--- config.mk ---
export PLATFORM = sky130hd
export DESIGN_NAME = sobel_window_sequencer
export DESIGN_NICKNAME = d
export VERILOG_FILES = /design/src/rtl/sobel_pkg.sv /design/src/rtl/sobel_result_buffer.sv /design/src/rtl/sobel_window_sequencer.sv
export SDC_FILE = /design/constraint.sdc
export NUM_CORES = 1
export LEC_CHECK = 0
export CORE_ASPECT_RATIO = 0.8
export CORE_MARGIN = 2
export CORE_UTILIZATION = 30
export DETAILED_ROUTE_END_ITERATION = 16
export GPL_ROUTABILITY_DRIVEN = 0
export PLACE_DENSITY = 0.53
export SETUP_SLACK_MARGIN = 0.5
export SYNTH_ARGS = -nofsm -noshare
export SYNTH_HDL_FRONTEND = slang
export SYNTH_SLANG_ARGS = --single-unit
--- constraint.sdc ---
create_clock -name HCLK -period 2.6 [get_ports HCLK]
set_input_delay 0.52 -clock HCLK [delete_from_list [all_inputs] [get_ports HCLK]]
set_output_delay 0.52 -clock HCLK [all_outputs]
set_load 0.01 [all_outputs]
--- src/rtl/sobel_pkg.sv ---
// Shared types and defaults for the Sobel window sequencer and its result buffer.
package sobel_pkg;

   localparam int unsigned PIX_W_DEFAULT   = 4;
   localparam int unsigned TIMEOUT_DEFAULT = 16;

   typedef enum logic [1:0] {
      IDLE  = 2'd0,
      ISSUE = 2'd1,
      WAIT  = 2'd2,
      DRAIN = 2'd3
   } seq_state_t;

   typedef logic [3:0][3:0][PIX_W_DEFAULT-1:0] window4_t;
   typedef logic [2:0][2:0][PIX_W_DEFAULT-1:0] window3_t;

endpackage

--- src/rtl/sobel_result_buffer.sv ---
// Four-entry result store: one write port indexed by sub-window, one read mux for the bus.
module sobel_result_buffer
   import sobel_pkg::*;
#(
   parameter int unsigned PIX_W = PIX_W_DEFAULT
) (
   input  logic             HCLK,
   input  logic             HRESETn,
   input  logic             wr_en,
   input  logic [1:0]       wr_idx,
   input  logic [PIX_W-1:0] wr_data,
   input  logic [1:0]       rd_idx,
   output logic [PIX_W-1:0] rd_data
);

   logic [3:0][PIX_W-1:0] res;

   always_ff @(posedge HCLK or negedge HRESETn) begin
      if (!HRESETn) begin
         res <= '0;
      end else if (wr_en) begin
         res[wr_idx] <= wr_data;
      end
   end

   assign rd_data = res[rd_idx];

endmodule

--- src/rtl/sobel_window_sequencer.sv ---
// Splits a 4x4 window into four 3x3 sub-windows for the gradient unit, collects the
// four magnitudes and serves them one per bus read.
module sobel_window_sequencer
   import sobel_pkg::*;
#(
   parameter int unsigned PIX_W   = PIX_W_DEFAULT,
   parameter int unsigned TIMEOUT = TIMEOUT_DEFAULT
) (
   input  logic                         HCLK,
   input  logic                         HRESETn,
   input  logic                         load_enable,
   input  logic [3:0][3:0][PIX_W-1:0]   pixels_in,
   output logic [2:0][2:0][PIX_W-1:0]   window_out,
   output logic                         calc_start,
   input  logic                         calc_done,
   input  logic [PIX_W-1:0]             calc_result,
   input  logic                         read_req,
   output logic                         output_enable,
   output logic [PIX_W-1:0]             pixel,
   output logic                         busy,
   output logic                         overrun,
   output logic                         timeout_err
);

   localparam int unsigned      CNT_W   = $clog2(TIMEOUT + 1);
   localparam logic [CNT_W-1:0] CNT_MAX = CNT_W'(TIMEOUT);

   seq_state_t                 state;
   logic [1:0]                 idx;
   logic [1:0]                 rd_idx;
   logic [CNT_W-1:0]           wait_cnt;
   logic [3:0][3:0][PIX_W-1:0] win;

   logic                       wait_expired;
   logic                       res_wr_en;
   logic [PIX_W-1:0]           res_wr_data;
   logic [PIX_W-1:0]           res_rd_data;

   // Sub-window sel: bit 1 offsets the row, bit 0 offsets the column.
   function automatic logic [2:0][2:0][PIX_W-1:0] sub_window(
      input logic [3:0][3:0][PIX_W-1:0] w,
      input logic [1:0]                 sel
   );
      logic [2:0][2:0][PIX_W-1:0] s;
      s = '0;
      for (int r = 0; r < 3; r++) begin
         for (int c = 0; c < 3; c++) begin
            s[2'(r)][2'(c)] = w[2'(r + int'(sel[1]))][2'(c + int'(sel[0]))];
         end
      end
      return s;
   endfunction

   assign wait_expired = (wait_cnt == CNT_MAX);
   assign res_wr_en    = (state == WAIT) && (calc_done || wait_expired);
   assign res_wr_data  = calc_done ? calc_result : '0;

   sobel_result_buffer #(
      .PIX_W (PIX_W)
   ) u_result_buffer (
      .HCLK    (HCLK),
      .HRESETn (HRESETn),
      .wr_en   (res_wr_en),
      .wr_idx  (idx),
      .wr_data (res_wr_data),
      .rd_idx  (rd_idx),
      .rd_data (res_rd_data)
   );

   // Sequencer: calc_start and window_out are set on the edge that enters ISSUE.
   always_ff @(posedge HCLK or negedge HRESETn) begin
      if (!HRESETn) begin
         state       <= IDLE;
         idx         <= '0;
         rd_idx      <= '0;
         wait_cnt    <= '0;
         win         <= '0;
         window_out  <= '0;
         calc_start  <= 1'b0;
         busy        <= 1'b0;
         overrun     <= 1'b0;
         timeout_err <= 1'b0;
      end else begin
         calc_start <= 1'b0;
         overrun    <= load_enable && (state != IDLE);
         unique case (state)
            IDLE: begin
               if (load_enable) begin
                  win        <= pixels_in;
                  idx        <= '0;
                  window_out <= sub_window(pixels_in, 2'd0);
                  calc_start <= 1'b1;
                  busy       <= 1'b1;
                  state      <= ISSUE;
               end
            end
            ISSUE: begin
               wait_cnt <= '0;
               state    <= WAIT;
            end
            WAIT: begin
               if (calc_done || wait_expired) begin
                  if (!calc_done) begin
                     timeout_err <= 1'b1;
                  end
                  if (idx == 2'd3) begin
                     rd_idx <= '0;
                     state  <= DRAIN;
                  end else begin
                     idx        <= idx + 2'd1;
                     window_out <= sub_window(win, idx + 2'd1);
                     calc_start <= 1'b1;
                     state      <= ISSUE;
                  end
               end else begin
                  wait_cnt <= wait_cnt + CNT_W'(1);
               end
            end
            DRAIN: begin
               if (read_req) begin
                  rd_idx <= rd_idx + 2'd1;
                  if (rd_idx == 2'd3) begin
                     busy  <= 1'b0;
                     state <= IDLE;
                  end
               end
            end
            default: begin
               state <= IDLE;
            end
         endcase
      end
   end

   // Read data returns in the same cycle as the bus request.
   always_comb begin
      output_enable = 1'b0;
      pixel         = '0;
      if ((state == DRAIN) && read_req) begin
         output_enable = 1'b1;
         pixel         = res_rd_data;
      end
   end

endmodule

* Word level (Yosys, flattened, before mapping)
Index checks and enable logic that the tools add are counted.
** Operators by class
- Add/sub/neg operators :: 5
- $lt $le $gt $ge :: 7
- Eq/ne operators :: 13
- Muxes and demuxes :: 51
- Bitwise operators :: 1
- Reductions and logical operators :: 18
** Operators with widths (count)
- 36-bit two-way mux :: 3
- 36-bit one-hot mux with 2 select lines :: 1
- 16-bit two-way mux :: 4
- 4-bit two-way mux :: 12
- 16-bit binary-select mux with 2-bit select :: 1
- 4-bit binary-select mux with 2-bit select :: 3
- 2-bit two-way mux :: 11
- 16-bit bitwise mux :: 1
- 4-bit AND reduction :: 4
- 2-bit inequality test, second input constant :: 5
- 5-bit one-hot mux with 2 select lines :: 1
- 2-bit nonzero test :: 5
- 4-bit demux with 2-bit select :: 1
- 2-bit equality test, second input constant :: 4
- 2-bit by 4-bit < comparator with 1-bit output, second input constant :: 2
- 2-bit one-hot mux with 2 select lines :: 2
- 2-bit one-hot mux with 4 select lines :: 1
- 1-bit two-way mux :: 7
- 1-bit by 3-bit < comparator with 1-bit output, second input constant :: 2
- 2-bit by 3-bit < comparator with 1-bit output, second input constant :: 2
- 5-bit by 1-bit adder with 5-bit output, second input constant :: 1
- 5-bit equality test, second input constant :: 1
- 5-bit two-way mux :: 1
- 1-bit by 1-bit adder with 2-bit output, first input constant :: 2
- 11 further kinds :: 18
** Storage, ports and cells
- Register bits after elaboration :: 131
- Bits of input ports :: 73
- Output and inout bits :: 45
- Word-level logic and storage cells :: 132

* Depth between registers and ports, before layout
Gate-level depths: netlist of the first run.
- Word-level depth :: 11
- Depth in mapped cells :: 8
- Depth with buffers taken out :: 6

* By module
A second synthesis of the first run with hierarchy kept.
** Second synthesis, totals
- Cell total of the unflattened synthesis :: 335
- Area total of the unflattened synthesis :: 4191.5 um^2
** Modules (own cells, without submodules)
- sobel_window_sequencer :: times used 1, cells each 295, area each 3478.3 um^2, sequential area each 1676.6 um^2
- sobel_result_buffer :: times used 1, cells each 40, area each 713.2 um^2, sequential area each 400.4 um^2

* Least setup slack after synthesis of the first run
Ideal clock, no wire load.
- Path type :: reg2reg
- From :: register idx[0]
- To :: register window_out[3] in the netlist's numbering
- Setup time :: 125 ps
- Arrival :: 1879 ps
- Data required time :: 2475 ps
- Path slack :: 596 ps
- Stages on the path, launching flop included :: 8
- Buffers on the path :: 2
- Period minus slack after synthesis :: 2004 ps
- Path through :: dfrtp_1 > inv_1 > ha_1 > buf_6 > buf_6 > mux2_4 > a221o_1 > mux2_4
** On the way
- Longest elaborated chain between the ends :: 8
- Elaborated cells between the ends (all ways) :: 11
- Classes of those cells :: add/sub: 1; eq/ne: 2; mux: 7; reduce/logical: 1
** RTL lines
- start, declared :: line sobel_window_sequencer.sv:29 : logic [1:0] idx;
- start signal, assigned :: line sobel_window_sequencer.sv:110 : idx <= idx + 2'd1;
- 2-bit by 1-bit adder with 2-bit output :: line sobel_window_sequencer.sv:111 : window_out <= sub_window(win, idx + 2'd1);
- 16-bit two-way mux (2 in a row)
- 4-bit two-way mux (implied by the code) (2 in a row) :: line sobel_window_sequencer.sv:48 : s[2'(r)][2'(c)] = w[2'(r + int'(sel[1]))][2'(c + int'(sel[0]))];
- 36-bit two-way mux :: line sobel_window_sequencer.sv:106 : if (idx == 2'd3) begin
- 36-bit two-way mux :: line sobel_window_sequencer.sv:102 : if (calc_done || wait_expired) begin
- 36-bit one-hot mux with 2 select lines :: line sobel_window_sequencer.sv:86 : unique case (state)
- end signal, assigned :: line sobel_window_sequencer.sv:91 : window_out <= sub_window(pixels_in, 2'd0);
- end signal, assigned :: line sobel_window_sequencer.sv:111
- end, declared :: line sobel_window_sequencer.sv:13 : output logic [2:0][2:0][PIX_W-1:0] window_out,
Several ways; a longest one is shown, not always the timed one. The select of a mux whose other input is x is not followed.
A chain may end at the register's enable or synchronous reset.

* Final worst setup path of the first run
- From :: register rd_idx[0]
- To :: output port pixel[1]
** On the way
- Longest elaborated chain between the ends :: 3
** RTL lines
- start, declared :: line sobel_window_sequencer.sv:30 : logic [1:0] rd_idx;
- start signal, assigned :: line sobel_window_sequencer.sv:121 : rd_idx <= rd_idx + 2'd1;
- 4-bit binary-select mux with 2-bit select :: line sobel_result_buffer.sv:26 : assign rd_data = res[rd_idx];
- 4-bit two-way mux (implied by the code) :: line sobel_result_buffer.sv:26
- 4-bit two-way mux :: line sobel_window_sequencer.sv:139 : if ((state == DRAIN) && read_req) begin
- end, declared :: line sobel_window_sequencer.sv:19 : output logic [PIX_W-1:0] pixel,
No other way between the ends. The select of a mux whose other input is x is not followed.

==> results of run 1 <==
[power by group through the flow]
stage                     Sequential, mW  Combinational (mW)  Clock, mW
after detailed placement            2.32                3.05          0
after floorplan                     2.24                2.22          0
after global placement              2.30                3.00          0
final                               2.29                3.24       1.29
after CTS                           2.30                3.16       1.33
after global routing                2.37                3.50       1.38
[metal layers]
metal	vias to the layer above	GRT usage [%]	wire length [um]
li1	1309	-	-
met1	1417	19.0	4870
met2	65	20.9	4490
met3	10	3.44	464
met4	0	3.57	88
met5	-	0	0
[per-stage QoR]
stage	hold slack, ns	TNS (ns)
after floorplan	0.224	0
after global placement	0.473	0
after detailed placement	0.476	-0.00504
after CTS	0.163	0
after global routing	0.194	0
final	0.153	0
[placed cells by master (no fill, tap or decap), types with 2 or more instances in the layout]
cell type | Yosys | routed
a21oi_1 | 2 | 2
a221o_1 | 16 | 16
a22o_1 | 4 | 4
a32o_1 | 4 | 4
and2_1 | 5 | 5
buf_12 | 0 | 3
buf_2 | 8 | 4
buf_4 | 22 | 16
buf_6 | 7 | 4
clkbuf_16 | 0 | 9
clkdlybuf4s50_1 | 0 | 62
clkinv_2 | 0 | 2
conb_1 | 1 | 20
dfrtp_1 | 83 | 81
dfrtp_2 | 0 | 2
ha_1 | 7 | 6
inv_1 | 5 | 5
mux2_2 | 62 | 62
mux2_4 | 12 | 12
mux2i_1 | 19 | 19
mux4_2 | 4 | 4
nand2_1 | 9 | 9
nand2b_1 | 2 | 2
nand3_1 | 6 | 5
nand3_4 | 3 | 4
nor2_1 | 10 | 9
nor2_2 | 1 | 2
nor2b_1 | 8 | 7
nor3_1 | 8 | 8
o21a_1 | 2 | 2
o21ai_0 | 3 | 3
xnor2_1 | 2 | 2
[flip-flops by register name, summed over array words and instances (netlist names)]
name / cells
calc_start: 1
wait_cnt: 5
overrun: 1
busy: 1
timeout_err: 1
window_out: 16
u_result_buffer.res: 16
state: 2
rd_idx: 2
win: 36
idx: 2
[worst max path at each step]
| stage | to | slack (ns) |
|---|---|---|
| 2_1_floorplan | window_out[3]$_DFFE_PN0P_ | 0.60 |
| 3_3_place_gp | pixel[1] | 0.06 |
| 3_5_place_dp | pixel[3] | -0.005 |
| 4_1_cts | pixel[1] | 0.39 |
| 5_1_grt | pixel[1] | 0.35 |
| 6_report | pixel[1] | 0.42 |
[logic make-up after synthesis]
logic type	after synthesis	share of synthesized area, %
AO/OA/AOI/OAI	35	7.42
XOR/XNOR	2	0.403
adder cells (fa/ha/maj)	7	2.01
buffers and inverters	46	7.65
flip-flops	83	47.8
multiplexers	97	26.6
other	1	0.0862
AND/OR/NAND/NOR	57	8.03
[cell usage after synthesis, types with 3 or more instances]
| cell type | instances |
|---|---|
| ha_1 | 7 |
| nand3_1 | 6 |
| buf_4 | 22 |
| mux2_2 | 62 |
| buf_6 | 7 |
| dfrtp_1 | 83 |
| nor3_1 | 8 |
| o21ai_0 | 3 |
| a32o_1 | 4 |
| a22o_1 | 4 |
| nand2_1 | 9 |
| inv_1 | 5 |
| mux4_2 | 4 |
| nor2_1 | 10 |
| nand3_4 | 3 |
| buf_2 | 8 |
| mux2i_1 | 19 |
| a221o_1 | 16 |
| and2_1 | 5 |
| mux2_4 | 12 |
| nor2b_1 | 8 |
[worst reg2reg max path, stage by stage, from the launching register on]
cell	delay [ns]
dfrtp_1	0.37
inv_1	0.10
ha_4	0.31
buf_8	0.16
mux2_2	0.37
a221o_1	0.33
mux2_2	0.27
[layout make-up]
cell class,instances,area (um^2)
repair buffers,92,905
clock buffers,10,229
flip-flops and latches,83,2080
clock inverters,6,65.1
inverters,5,18.8
well taps,184,230
multi-input cells,218,2050
fillers,1343,8620
[repair_timing]
item                       in CTS  in global routing
setup endpoints to repair      12                 26
hold endpoints to repair        0                  0
gates resized for setup        28                  8
buffers inserted                5                  4
==> flow_summary.json, run 1 <==
{
  "status": "complete, no violations",
  "yosys.area.top_type": "dfrtp_1",
  "cp_max_fo": 5,
  "grt_overflow": 0,
  "worst_pin_slew_ns": 0.541,
  "crit_chain": "buf_6 -> mux4_2 -> nor2b_1 -> buf_2",
  "drt_iter0_drc": 97,
  "worstSetupPathType": "reg -> out",
  "endpoint_kind": "output port",
  "clk_latency_ns": 0.34,
  "r2r-start": "idx[1]$_DFFE_PN0P_",
  "rr_endpoint": "window_out[18]$_DFFE_PN0P_",
  "antenna_left": 0,
  "setup_viol": 0,
  "dp.cells": 573,
  "dieArea_um2": 15500,
  "pre_cts_slack_ns": -0.00504,
  "cellPowerDensity_nw_per_um2": 1220,
  "rr_worst_depth": 6,
  "combinationalPowerShare_pct": 47.4,
  "syn_area_per_cell_um2": 13.3,
  "required_ns": 2.08,
  "io_pins": 118,
  "die-height_um": 112,
  "r2r_slack_ns": 0.58,
  "place_area_um2": 5160,
  "cts_tree": "done",
  "crit_start": "rd_idx[0]$_DFFE_PN0P_",
  "grt_max_degree": 40,
  "yosys_warnings": 0,
  "final_core_util_pct": 39.3,
  "cp_num_cells": 4,
  "fmax_ghz": 0.458,
  "synth_seq_cells": 83,
  "critPathTopFamily": "multiplexers",
  "setup_ws_ns": 0.418,
  "grtUsageTotal_pct": 13.5,
  "synthesis.area_um2": 4350,
  "hpwl_mm": 6.94,
  "rsz0062_at_grt": "yes",
  "postCtsHoldBufs": 0,
  "min_period_ns": 2.18,
  "synthesis.instances": 328,
  "layoutNonFillerInstCount": 598,
  "clk_path_buf_depth": 2,
  "cts-root-buf": "clkbuf_16",
  "timing.max_cap.violations": 0,
  "start_util_pct": 30.6,
  "vdd.ir_drop.worst_mv": 0.462,
  "synthArstFlopShare_pct": 100,
  "drc": 0,
  "rows": 39,
  "relSlewSlack_pct": 63.9,
  "ys_top_cells_by_area": "dfrtp_1, mux2_2, mux2i_1",
  "fp.dieW_um": 139,
  "finalClockSkew_ns": 0.0102,
  "htree_levels": 3,
  "route.vias.total": 2801,
  "areaGrowthSynthToFinish_pct": 28.2,
  "power.leakage_nw": 2.38,
  "fin_crit_sh_pct": 83.9,
  "core_area_um2": 14200,
  "start_kind": "flip-flop",
  "synth_enable_flop_cells": 0,
  "path_clk_slew_ns": 0.06,
  "cp.arrival_ns": 1.66,
  "cts-buffers-inserted": 9,
  "nNetsFinal": 489,
  "final_cell_area_um2": 5580,
  "p_int_mw": 4.54,
  "synth.top_cell.area_share_pct": 47.8,
  "sw_frac_of_total_pct": 33.5,
  "slew_violations": 0,
  "grt_pass1_vias": 3017,
  "yosysSeqAreaShare_pct": 47.8,
  "hold_path_class": "in -> async",
  "grt_pass1_wl_mm": 16.5,
  "seq_power_share_pct": 33.6,
  "ys_types": 39,
  "crit_buf_inv": 2,
  "wl_per_cell_um": 16.6,
  "hold_viol": 0,
  "power_mw": 6.82,
  "switching_power_mw": 2.28,
  "antennaDiodeCount": 0,
  "cpPeakStageDelay_ns": 0.49,
  "antenna_found_initial": 0,
  "first_pass_iters": 4,
  "clockPowerShare_pct": 19.0,
  "clkSinkCount": 83,
  "slowest_stage": "mux4_2",
  "routed_via_density": 4.68,
  "wl_mm": 9.91,
  "drive_gt1_share_pct": 33.3,
  "io_buffers": 69,
  "yosys_most_used_dff": "dfrtp_1"
}
Power figures use the tool's default switching activity.
==> inputs of run 2 (changes only) <==
- clock period: 2.6 -> 2.17 ns (I/O delays scaled with it)
==> run 2 against run 1 <==
Against the previous run: global-route usage increased by 0.48 points; total power increased by 37%; highest routed layer unchanged; sequential cell count unchanged.
==> flow_summary.json, run 2 (same netlist as run 1, synthesis figures left out) <==
{
  "clk_path_buf_depth": 2,
  "wl_mm": 11.2,
  "fin_crit_sh_pct": 94.8,
  "antennaDiodeCount": 0,
  "finalSetupTns_ns": 0,
  "dr_wl_met2_mm": 4.97,
  "start_util_pct": 30.6,
  "timing.max_cap.violations": 0,
  "core_area_um2": 14200,
  "routed_via_density": 4.79,
  "drive_gt1_share_pct": 41.1,
  "final_core_util_pct": 44.3,
  "pre_cts_slack_ns": -0.174,
  "postCtsHoldBufs": 0,
  "rows": 39,
  "io_buffers": 69,
  "largest_reg_flops": 36,
  "finalClockSkew_ns": 0.0101,
  "die-height_um": 112,
  "setup_ws_ns": 0.114,
  "clkSinkCount": 83,
  "htree_levels": 3,
  "worstSetupPathType": "reg -> out",
  "cts_tree": "done",
  "hold_viol": 0,
  "antenna_left": 0,
  "hold_path_class": "in -> async",
  "wl_met1_mm": 5.61,
  "layout_common_cells": "dfrtp_1, mux2_4, clkdlybuf4s50_1, buf_4, conb_1",
  "wl_per_cell_um": 17.8,
  "endpoint_kind": "output port",
  "path_clk_slew_ns": 0.06,
  "rsz0062_at_grt": "yes",
  "power.leakage_nw": 2.85,
  "drt_iter0_drc": 199,
  "min_period_ns": 2.06,
  "reg.largest.list": "win (36), u_result_buffer.res (16), window_out (16)",
  "setup_viol": 0,
  "fillers": 1289,
  "vdd.ir_drop.worst_mv": 0.609,
  "status": "complete, no violations",
  "fmax_ghz": 0.486,
  "required_ns": 1.74,
  "grt_pass1_wl_mm": 16.7,
  "cp.arrival_ns": 1.62,
  "cellPowerDensity_nw_per_um2": 1490,
  "drc": 0,
  "cts-buffers-inserted": 9,
  "wl_met3_um": 543,
  "io_pins": 118,
  "grt_pass1_vias": 2936,
  "grt_overflow": 0,
  "top_layer": "met4",
  "final_common_cell": "dfrtp_1",
  "slew_violations": 0,
  "clk_latency_ns": 0.35,
  "top_register": "win",
  "areaGrowthSynthToFinish_pct": 44.5,
  "hpwl_mm": 6.82,
  "start_kind": "flip-flop",
  "route.vias.total": 3028,
  "nNetsFinal": 523,
  "grtUsageTotal_pct": 14.0,
  "cp_max_fo": 3,
  "first_pass_iters": 4,
  "grt_max_degree": 52,
  "fp.dieW_um": 139,
  "antenna_found_initial": 0,
  "cts-root-buf": "clkbuf_16",
  "dieArea_um2": 15500
}
==> run 2: changes by cell type in the layout (fill, tap and decap cells not counted), sizes merged <==
| cell | before | now |
|---|---|---|
| clkdlybuf4s50 | 62 | 43 |
| inv | 6 | 8 |
| dlygate4sd2 | 0 | 18 |
| clkbuf | 10 | 14 |
| dlymetal6s2s | 1 | 2 |
| clkinvlp | 1 | 0 |
| buf | 28 | 57 |
==> run 2: timing repair <==
| action | CTS | global route |
|---|---|---|
| hold endpoints to repair | 0 | 0 |
| setup endpoints to repair | 94 | 80 |
| gates cloned | 2 | 7 |
| pin swaps | 12 | 7 |
| setup buffers | 18 | 11 |
| gates resized for setup | 68 | 56 |
==> run 2: worst paths after layout <==
check	startpoint	endpoint	slack [ns]	cells after the start
min in group HCLK	load_enable	overrun$_DFF_PN0_	0.35	2
hold / removal	HRESETn	u_result_buffer.res[3]$_DFFE_PN0P_	0.03	1
setup reg to reg	idx[1]$_DFFE_PN0P_	window_out[3]$_DFFE_PN0P_	0.23	7
max in group asynchronous	HRESETn	win[9]$_DFFE_PN0P_	1.49	2
hold reg to reg	timeout_err$_DFFE_PN0P_	timeout_err$_DFFE_PN0P_	0.47	1
setup / recovery	rd_idx[0]$_DFFE_PN0P_	pixel[3]	0.11	4
==> run 2: metrics by stage <==
stage | cells | hold slack [ns] | area, um^2 | total power, mW
after floorplan | 347 | 0.138 | 4490 | 5.45
after global placement | 578 | 0.416 | 5290 | 6.56
after detailed placement | 578 | 0.420 | 5290 | 6.63
after CTS | 614 | 0.0466 | 5840 | 8.72
after global routing | 632 | 0.0593 | 6290 | 9.91
final | 632 | 0.0340 | 6290 | 9.37
==> run 2: final cells by class <==
class	count	area [um^2]	share of cell area, %
Clock buffer	9	225	3.58
Clock inverter	7	73.8	1.17
Inverter	5	18.8	0.299
Multi-Input combinational cell	218	2310	36.7
Sequential cell	83	2080	33.1
Tap cell	184	230	3.66
Timing Repair Buffer	126	1350	21.5
==> run 2: worst max-delay path, stage by stage, from the launching register on <==
cell and delay, ns:
dfrtp_2 0.39, buf_6 0.12, mux4_2 0.50, nor2b_4 0.14, buf_2 0.13
==> run 2: layer usage <==
metal  GRT usage, %  vias to the layer above
met5              0                        -
met4           3.43                        0
met3           3.91                       13
met2           20.8                       93
met1           20.2                     1538
li1               -                     1384
==> run 2: report_power, final <==
part	total, mW	internal (mW)	leakage (nW)	switching, mW
clock network	1.57	0.902	0.152	0.668
registers	2.77	2.27	1.02	0.503
logic	5.03	3.11	1.68	1.92
